`config.mk`:
```
export PLATFORM = sky130hd
export DESIGN_NAME = mem_write_ctrl_flat
export DESIGN_NICKNAME = d
export VERILOG_FILES = /design/src/rtl/mem_write_ctrl_if.sv /design/src/rtl/mem_write_ctrl.sv /design/src/flat_wrapper.sv
export SDC_FILE = /design/constraint.sdc
export NUM_CORES = 1
export LEC_CHECK = 0
export CAP_MARGIN = 30
export CORE_ASPECT_RATIO = 1.1
export CORE_MARGIN = 2
export CORE_UTILIZATION = 48
export DETAILED_ROUTE_END_ITERATION = 6
export HOLD_SLACK_MARGIN = 0.12
export PLACE_DENSITY_LB_ADDON = 0.25
export SETUP_SLACK_MARGIN = 0.15
export SLEW_MARGIN = 10
export SYNTH_ARGS = -nofsm -noshare
export SYNTH_HDL_FRONTEND = slang
export SYNTH_SLANG_ARGS = --single-unit
```
`constraint.sdc`:
```
create_clock -name mem_phi -period 3.18 [get_ports mem_phi]
set_clock_uncertainty 0.2 [all_clocks]
set_input_delay 0.477 -clock mem_phi [delete_from_list [all_inputs] [get_ports mem_phi]]
set_output_delay 0.477 -clock mem_phi [all_outputs]
set_load 0.02 [all_outputs]
```
`src/rtl/mem_write_ctrl_if.sv`:
```
// CPU store bus and buffered RAM write port of mem_write_ctrl.
// The CPU side drives the cpu_* signals; the controller drives the ram_* and status signals.
interface mem_write_ctrl_if #(
   parameter int ADR_W = 16,
   parameter int DAT_W = 8
);
   logic             cpu_phi;
   logic [ADR_W-1:0] cpu_adr;
   logic [DAT_W-1:0] cpu_dbo;
   logic             cpu_we;

   logic [ADR_W-1:0] ram_adr;
   logic [DAT_W-1:0] ram_dbi;
   logic             ram_we;
   logic             wr_busy;
   logic             rom_wr_err;
   logic             wr_ovf;

   modport master (
      output cpu_phi, cpu_adr, cpu_dbo, cpu_we,
      input  ram_adr, ram_dbi, ram_we, wr_busy, rom_wr_err, wr_ovf
   );

   modport slave (
      input  cpu_phi, cpu_adr, cpu_dbo, cpu_we,
      output ram_adr, ram_dbi, ram_we, wr_busy, rom_wr_err, wr_ovf
   );
endinterface

```
`src/rtl/mem_write_ctrl.sv`:
```
// CPU-to-memory write path: holds one CPU store in a buffer and drives it into RAM
// during a CPU-owned write slot. Stores into the ROM window are refused.
module mem_write_ctrl #(
   parameter int              ADR_W     = 16,
   parameter int              DAT_W     = 8,
   parameter logic [ADR_W-1:0] RAM_TOP  = 16'hB000,
   parameter int unsigned     WE_CYCLES = 1
) (
   input  logic            mem_phi,
   input  logic            rst,
   mem_write_ctrl_if.slave bus
);

   typedef enum logic [1:0] {
      IDLE  = 2'd0,
      PEND  = 2'd1,
      WRITE = 2'd2
   } state_t;

   // cnt holds the remaining ram_we cycles after the first one
   localparam logic [3:0] CNT_LOAD = 4'(WE_CYCLES - 1);

   state_t           state_q, state_d;
   logic             slot_q;
   logic             cpu_we_q;
   logic [3:0]       cnt_q,   cnt_d;
   logic [ADR_W-1:0] adr_q,   adr_d;
   logic [DAT_W-1:0] dat_q,   dat_d;
   logic             we_q,    we_d;
   logic             busy_q,  busy_d;
   logic             err_q,   err_d;
   logic             ovf_q,   ovf_d;

   logic req;
   logic is_ram;
   logic wr_slot;

   assign req     = bus.cpu_we & ~cpu_we_q;
   assign is_ram  = (bus.cpu_adr < RAM_TOP);
   assign wr_slot = slot_q & ~bus.cpu_phi;

   always_comb begin
      // NOTE: every signal written here gets a default first, so no path can infer a latch.
      state_d = state_q;
      cnt_d   = cnt_q;
      adr_d   = adr_q;
      dat_d   = dat_q;
      we_d    = we_q;
      busy_d  = busy_q;
      err_d   = 1'b0;
      ovf_d   = ovf_q;

      unique case (state_q)
         IDLE: begin
            if (req) begin
               if (is_ram) begin
                  adr_d   = bus.cpu_adr;
                  dat_d   = bus.cpu_dbo;
                  busy_d  = 1'b1;
                  state_d = PEND;
               end else begin
                  err_d   = 1'b1;
               end
            end
         end

         PEND: begin
            if (req) ovf_d = 1'b1;
            if (wr_slot) begin
               we_d    = 1'b1;
               cnt_d   = CNT_LOAD;
               state_d = WRITE;
            end
         end

         WRITE: begin
            // the buffer is still occupied on the last WRITE cycle, so a store here is dropped too
            if (req) ovf_d = 1'b1;
            if (cnt_q != 4'd0) begin
               cnt_d   = cnt_q - 4'd1;
            end else begin
               we_d    = 1'b0;
               busy_d  = 1'b0;
               state_d = IDLE;
            end
         end

         default: begin
            state_d = IDLE;
         end
      endcase
   end

   always_ff @(posedge mem_phi or posedge rst) begin
      if (rst) begin
         state_q  <= IDLE;
         slot_q   <= 1'b0;
         cpu_we_q <= 1'b0;
         cnt_q    <= 4'd0;
         adr_q    <= '0;
         dat_q    <= '0;
         we_q     <= 1'b0;
         busy_q   <= 1'b0;
         err_q    <= 1'b0;
         ovf_q    <= 1'b0;
      end else begin
         // NOTE: non-blocking assignments so every register samples pre-edge values.
         state_q  <= state_d;
         slot_q   <= ~slot_q;
         cpu_we_q <= bus.cpu_we;
         cnt_q    <= cnt_d;
         adr_q    <= adr_d;
         dat_q    <= dat_d;
         we_q     <= we_d;
         busy_q   <= busy_d;
         err_q    <= err_d;
         ovf_q    <= ovf_d;
      end
   end

   assign bus.ram_adr    = adr_q;
   assign bus.ram_dbi    = dat_q;
   assign bus.ram_we     = we_q;
   assign bus.wr_busy    = busy_q;
   assign bus.rom_wr_err = err_q;
   assign bus.wr_ovf     = ovf_q;

   a_we_implies_busy : assert property (@(posedge mem_phi) disable iff (rst) we_q |-> busy_q);
   a_err_only_idle   : assert property (@(posedge mem_phi) disable iff (rst) err_q |-> !busy_q);

endmodule

```
`src/flat_wrapper.sv`:
```
// flat-port wrapper written by rule: the top's interface ports become plain ports
module mem_write_ctrl_flat 
#(
   parameter int              ADR_W     = 16,
   parameter int              DAT_W     = 8,
   parameter logic [ADR_W-1:0] RAM_TOP  = 16'hB000,
   parameter int unsigned     WE_CYCLES = 1
)
  (mem_phi, rst, bus_cpu_phi, bus_cpu_adr, bus_cpu_dbo, bus_cpu_we, bus_ram_adr, bus_ram_dbi, bus_ram_we, bus_wr_busy, bus_rom_wr_err, bus_wr_ovf);
  mem_write_ctrl_if #(.ADR_W(ADR_W), .DAT_W(DAT_W)) bus_i ();
  input  logic mem_phi;
  input  logic rst;
  input wire logic [$bits(bus_i.cpu_phi)-1:0] bus_cpu_phi;
  input wire logic [$bits(bus_i.cpu_adr)-1:0] bus_cpu_adr;
  input wire logic [$bits(bus_i.cpu_dbo)-1:0] bus_cpu_dbo;
  input wire logic [$bits(bus_i.cpu_we)-1:0] bus_cpu_we;
  output wire logic [$bits(bus_i.ram_adr)-1:0] bus_ram_adr;
  output wire logic [$bits(bus_i.ram_dbi)-1:0] bus_ram_dbi;
  output wire logic [$bits(bus_i.ram_we)-1:0] bus_ram_we;
  output wire logic [$bits(bus_i.wr_busy)-1:0] bus_wr_busy;
  output wire logic [$bits(bus_i.rom_wr_err)-1:0] bus_rom_wr_err;
  output wire logic [$bits(bus_i.wr_ovf)-1:0] bus_wr_ovf;
  assign bus_i.cpu_phi = bus_cpu_phi;
  assign bus_i.cpu_adr = bus_cpu_adr;
  assign bus_i.cpu_dbo = bus_cpu_dbo;
  assign bus_i.cpu_we = bus_cpu_we;
  assign bus_ram_adr = bus_i.ram_adr;
  assign bus_ram_dbi = bus_i.ram_dbi;
  assign bus_ram_we = bus_i.ram_we;
  assign bus_wr_busy = bus_i.wr_busy;
  assign bus_rom_wr_err = bus_i.rom_wr_err;
  assign bus_wr_ovf = bus_i.wr_ovf;
  mem_write_ctrl #(.ADR_W(ADR_W), .DAT_W(DAT_W), .RAM_TOP(RAM_TOP), .WE_CYCLES(WE_CYCLES)) u_core (.mem_phi(mem_phi), .rst(rst), .bus(bus_i));
endmodule
```
; ---- Yosys cells after proc, flatten, opt, wreduce, memory -nomap -nowiden
; Cells that the tools add are included.
[classes]
n_eq_ne = 7
n_addsub = 1
n_mux = 17
n_reduce_logical = 11
n_bitwise = 5
n_lt_le_gt_ge = 1
[ops]
columns = op, n
row1 = $lt A16 B16 Y1 const B, 1
row2 = $reduce_and A3 Y1, 3
row3 = $mux W2, 4
row4 = $mux W4, 2
row5 = $ne A2 B1 Y1 const B, 4
row6 = $pmux W4 S2, 1
row7 = $reduce_and A4 Y1, 2
row8 = $mux W1, 7
row9 = $pmux W2 S3, 1
row10 = $pmux W1 S2, 2
row11 = $reduce_bool A2 Y1, 2
row12 = $reduce_bool A4 Y1, 1
row13 = $sub A4 B1 Y4 const B, 1
row14 = $not A1 Y1, 3
row15 = $and A1 B1 Y1, 2
row16 = $eq A2 B1 Y1 const B, 1
row17 = $eq A2 B2 Y1 const B, 1
row18 = $logic_not A2 Y1, 1
row19 = $ne A2 B2 Y1 const B, 1
row20 = $reduce_and A2 Y1, 1
row21 = $reduce_or A2 Y1, 1
[totals]
inputBits = 28
word_cells = 52
regBits = 36
out_inout_bits = 28

; ---- Longest topological paths before layout
[depth]
word_depth = 4
ltp_mapped = 7
ltp_nobuf = 6

; ---- Worst setup path before layout
; Ideal clock, no wire load.
[synth_path]
path_type = reg2reg
from = register u_core.cnt_q[0]
to = register u_core.state_q[1]
path_stages_with_launch = 8
slack_ns = 1.054
path_buffers = 1
required_ns = 2.853
setup_ns = 0.127
t_arrival_ns = 1.799
period_less_slack_ns = 2.126
path_cell_list = dfrtp_1 > inv_1 > ha_1 > or3b_1 > buf_2 > a22oi_4 > a21boi_2 > mux2_1
[synth_via]
elab_chain_len = 3
[synth_rtl]
columns = item, line_no
row1 = "start, declared", mem_write_ctrl.sv:26  ; logic [3:0] cnt_q, cnt_d;
row2 = "start signal, assigned", mem_write_ctrl.sv:111  ; cnt_q <= cnt_d;
row3 = $reduce_bool A4 Y1, mem_write_ctrl.sv:79  ; if (cnt_q != 4'd0) begin
row4 = $ne A2 B2 Y1 (no line), -
row5 = $reduce_and A4 Y1 (no line), -
row6 = "end signal, assigned", mem_write_ctrl.sv:108  ; state_q <= state_d;
row7 = "end, declared", mem_write_ctrl.sv:23  ; state_t state_q, state_d;
; Every way passes these cells.
; A chain may end at the register's enable or synchronous reset.

; ---- Worst setup path in the final report
; Same ends and word-level chain as after synthesis.

==> impl_results.md <==
* Slew Viols, Final at 0
* Initial Util at 51.25%
* Failing checks: DRC
* Num CTS Buffers at 5
* Critical Path RT at 3.21 ns
* Synth Flop Type: dfrtp_1
* Top cell type's share of synthesized area at 56.69%
* Total track usage at 19.45%
* Top-count cell post-synth: dfrtp_1
* Synth Warn # at 0
* Post-synth EDFFs at 0
* Slowest-stage cell, CP: or3b_1
* Pin count of the biggest net entering global routing at 26
* H-tree depth at 2
* # hold bufs at CTS at 0
* Final wirelength at 3420 um
* Vias per inst at 5.371
* # IOs at 56
* Slew HR at 45.33%
* Worst setup EP type: flip-flop
* Asr flop ratio synth at 100.0%
* Final hold violations at 0
* Wire per inst at 15.48 um
* Min Hold Slack at 0.2530 ns
* Tightest Pin Transition at 0.8191 ns
* Post-CTS sizing at 0
* Initial DRC count at 39
* CP delay by family, top: simple AND/OR/NAND/NOR gates
* Max_cap viols at 0
* Slowest Stage Delay on Critical Path at 0.50 ns
* Core area at 3100 um2
* Crit start category: flip-flop
* HP Class: reg2reg
* Synth Instances at 125
* Routed vias at 1187
* RSZ-0062 raised after global routing: no
* Final #Nets at 220
* GR Layer Usage met2 at 34.31%
* Worst Path Arrival at 2.33 ns
* Peak Freq at 0.4348 GHz
* Layout cells sized above 1 at 18.18%
* Sink Count at 36
* Cell count after placement at 213
* Clock root buffer: clkbuf_4
* Period Utilization, post-route at 72.32%
* Residual DRC at 8
* Sequential area share after synthesis at 56.69%
* Unique masters post-synth at 31
* Synthesized flop and latch total at 36
* Total die area at 3787 um2
* Clock tree buffer depth at 2
* Class of the most critical setup path: reg2reg
* Syn nets at 159
* Grt total ovfl at 0
* TritonCTS clock tree: yes
* Worst-path maximum fanout at 7
* Setup-failing EPs final at 0
* Die W at 58.86 um
* IO buf count at 55
* CP Cell Sequence: inv_1 > ha_1 > or3b_1 > a22oi_4 > a21boi_2 > mux2_1
* Post-layout min period at 2.300 ns
* List of most frequent post-synthesis cells: dfrtp_1 (36), mux2_2 (21), inv_1 (9), o21ai_0 (7)
* Setup ws final at 0.8802 ns
* Vias in the first global route at 1299
* Largest area contributor in the netlist: dfrtp_1
* Total power at 2.159 mW
* GR peak layer: met2
* # rows at 21
* GP Congestion at 0.7624
* Drt first pass iters at 6
* Non-Filler Instances at 221
* Netlist Area Pre-Place at 1589 um2
* First-pass GRT wire length at 5554 um
* Leak pwr at 0.9796 nW
* Later-pin clock latency in the skew report at 0.34 ns
* Pwr Density at 961.9 nW/um2
* Initial antenna violation count at 0
* Half-perimeter wire length after placement at 2628 um
* Maximum VDD drop at 575.2 uV
* Grt met3 use at 4.656%
* CP bufs+invs at 1
* Post-route ant nets at 0
* Clock transition at the registers of the reported paths at 0.11 ns
* Layout area overhead at 41.26%
* Met1 global-route usage at 21.70%
* Setup bufs post-CTS at 0
* Synth area leaders: dfrtp_1 (57%), mux2_2 (15%), ha_1 (4.7%), o21ai_0 (2.2%), inv_1 (2.1%)
* Place WS at 0.8949 ns
* Die H at 64.35 um
* Setup TNS at 0 ns
* Synth Area per Inst at 12.71 um2
* Ant. Diodes at 0
* Status: complete, but fails checks
report_power, final:
group          leakage (nW)  switching (mW)  internal, mW
Clock                0.0326           0.142         0.109
Combinational         0.518           0.556         0.580
Sequential            0.429           0.114         0.658
flip-flops by register name, summed over array words and instances (netlist names):
signal / flops
u_core.cpu_we_q: 1
u_core.slot_q: 1
u_core.bus.ram_we: 1
u_core.bus.ram_dbi: 8
u_core.bus.wr_busy: 1
u_core.bus.rom_wr_err: 1
u_core.state_q: 2
u_core.cnt_q: 4
u_core.bus.ram_adr: 16
u_core.bus.wr_ovf: 1
stage by stage:
stage               util, %  cell area [um2]
floorplan                 -             1589
global placement      70.50             2186
detailed placement    70.50             2186
CTS                   72.40             2245
global route          72.40             2245
finish                72.40             2245
logic make-up after synthesis:
family	after synthesis	synth area share (%)
multiplexers	25	17.56
adder cells (fa/ha/maj)	6	4.724
AO/OA/AOI/OAI	22	10.31
AND/OR/NAND/NOR	23	7.402
flip-flops	36	56.69
buffers and inverters	13	3.306
area by class of cell:
cell class	instances	area, um2
Multi-Input combinational cell	76	635.6
Clock buffer	8	58.81
Fill cell	225	855.8
Inverter	9	33.78
Sequential cell	36	900.9
Timing Repair Buffer	58	573.1
Tap cell	34	42.54
placed cells by master (no fill, tap or decap), drive strengths merged, types with 2 or more instances in the layout:
cell type,n
mux2,23
dfrtp,36
buf,3
a31oi,2
inv,9
mux2i,2
clkdlybuf4s50,55
nand2b,3
ha,6
nand2,5
o21ai,8
a22o,3
nor2,6
a21o,2
clkbuf,8
nor2b,2
a21oi,2
per-layer routing:
layer | share of wire [%] | vias up
met3 | 8.1 | 8
met2 | 51 | 46
li1 | - | 555
met1 | 39 | 578
met4 | 1.9 | 0
met5 | 0 | -
worst reg2reg max path, stage by stage (launching register included):
cell and delay (ns):
dfrtp_1 0.41, inv_1 0.12, ha_1 0.20, or3b_1 0.50, a22oi_4 0.25, a21boi_2 0.18
mux2_1 0.33
worst paths after layout:
kind | start | end | slack [ns] | cells past startpoint
max | u_core.cnt_q[0] | u_core.state_q[1] | 0.88 | 6
max in group asynchronous | rst | u_core.bus.ram_adr[2] | 1.76 | 3
max reg2reg | u_core.cnt_q[0] | u_core.state_q[1] | 0.88 | 6
min | u_core.slot_q | u_core.slot_q | 0.25 | 1
min in group asynchronous | rst | u_core.cnt_q[0] | 0.39 | 2
min reg2reg | u_core.slot_q | u_core.slot_q | 0.25 | 1
(Power assumes the default switching activity.)
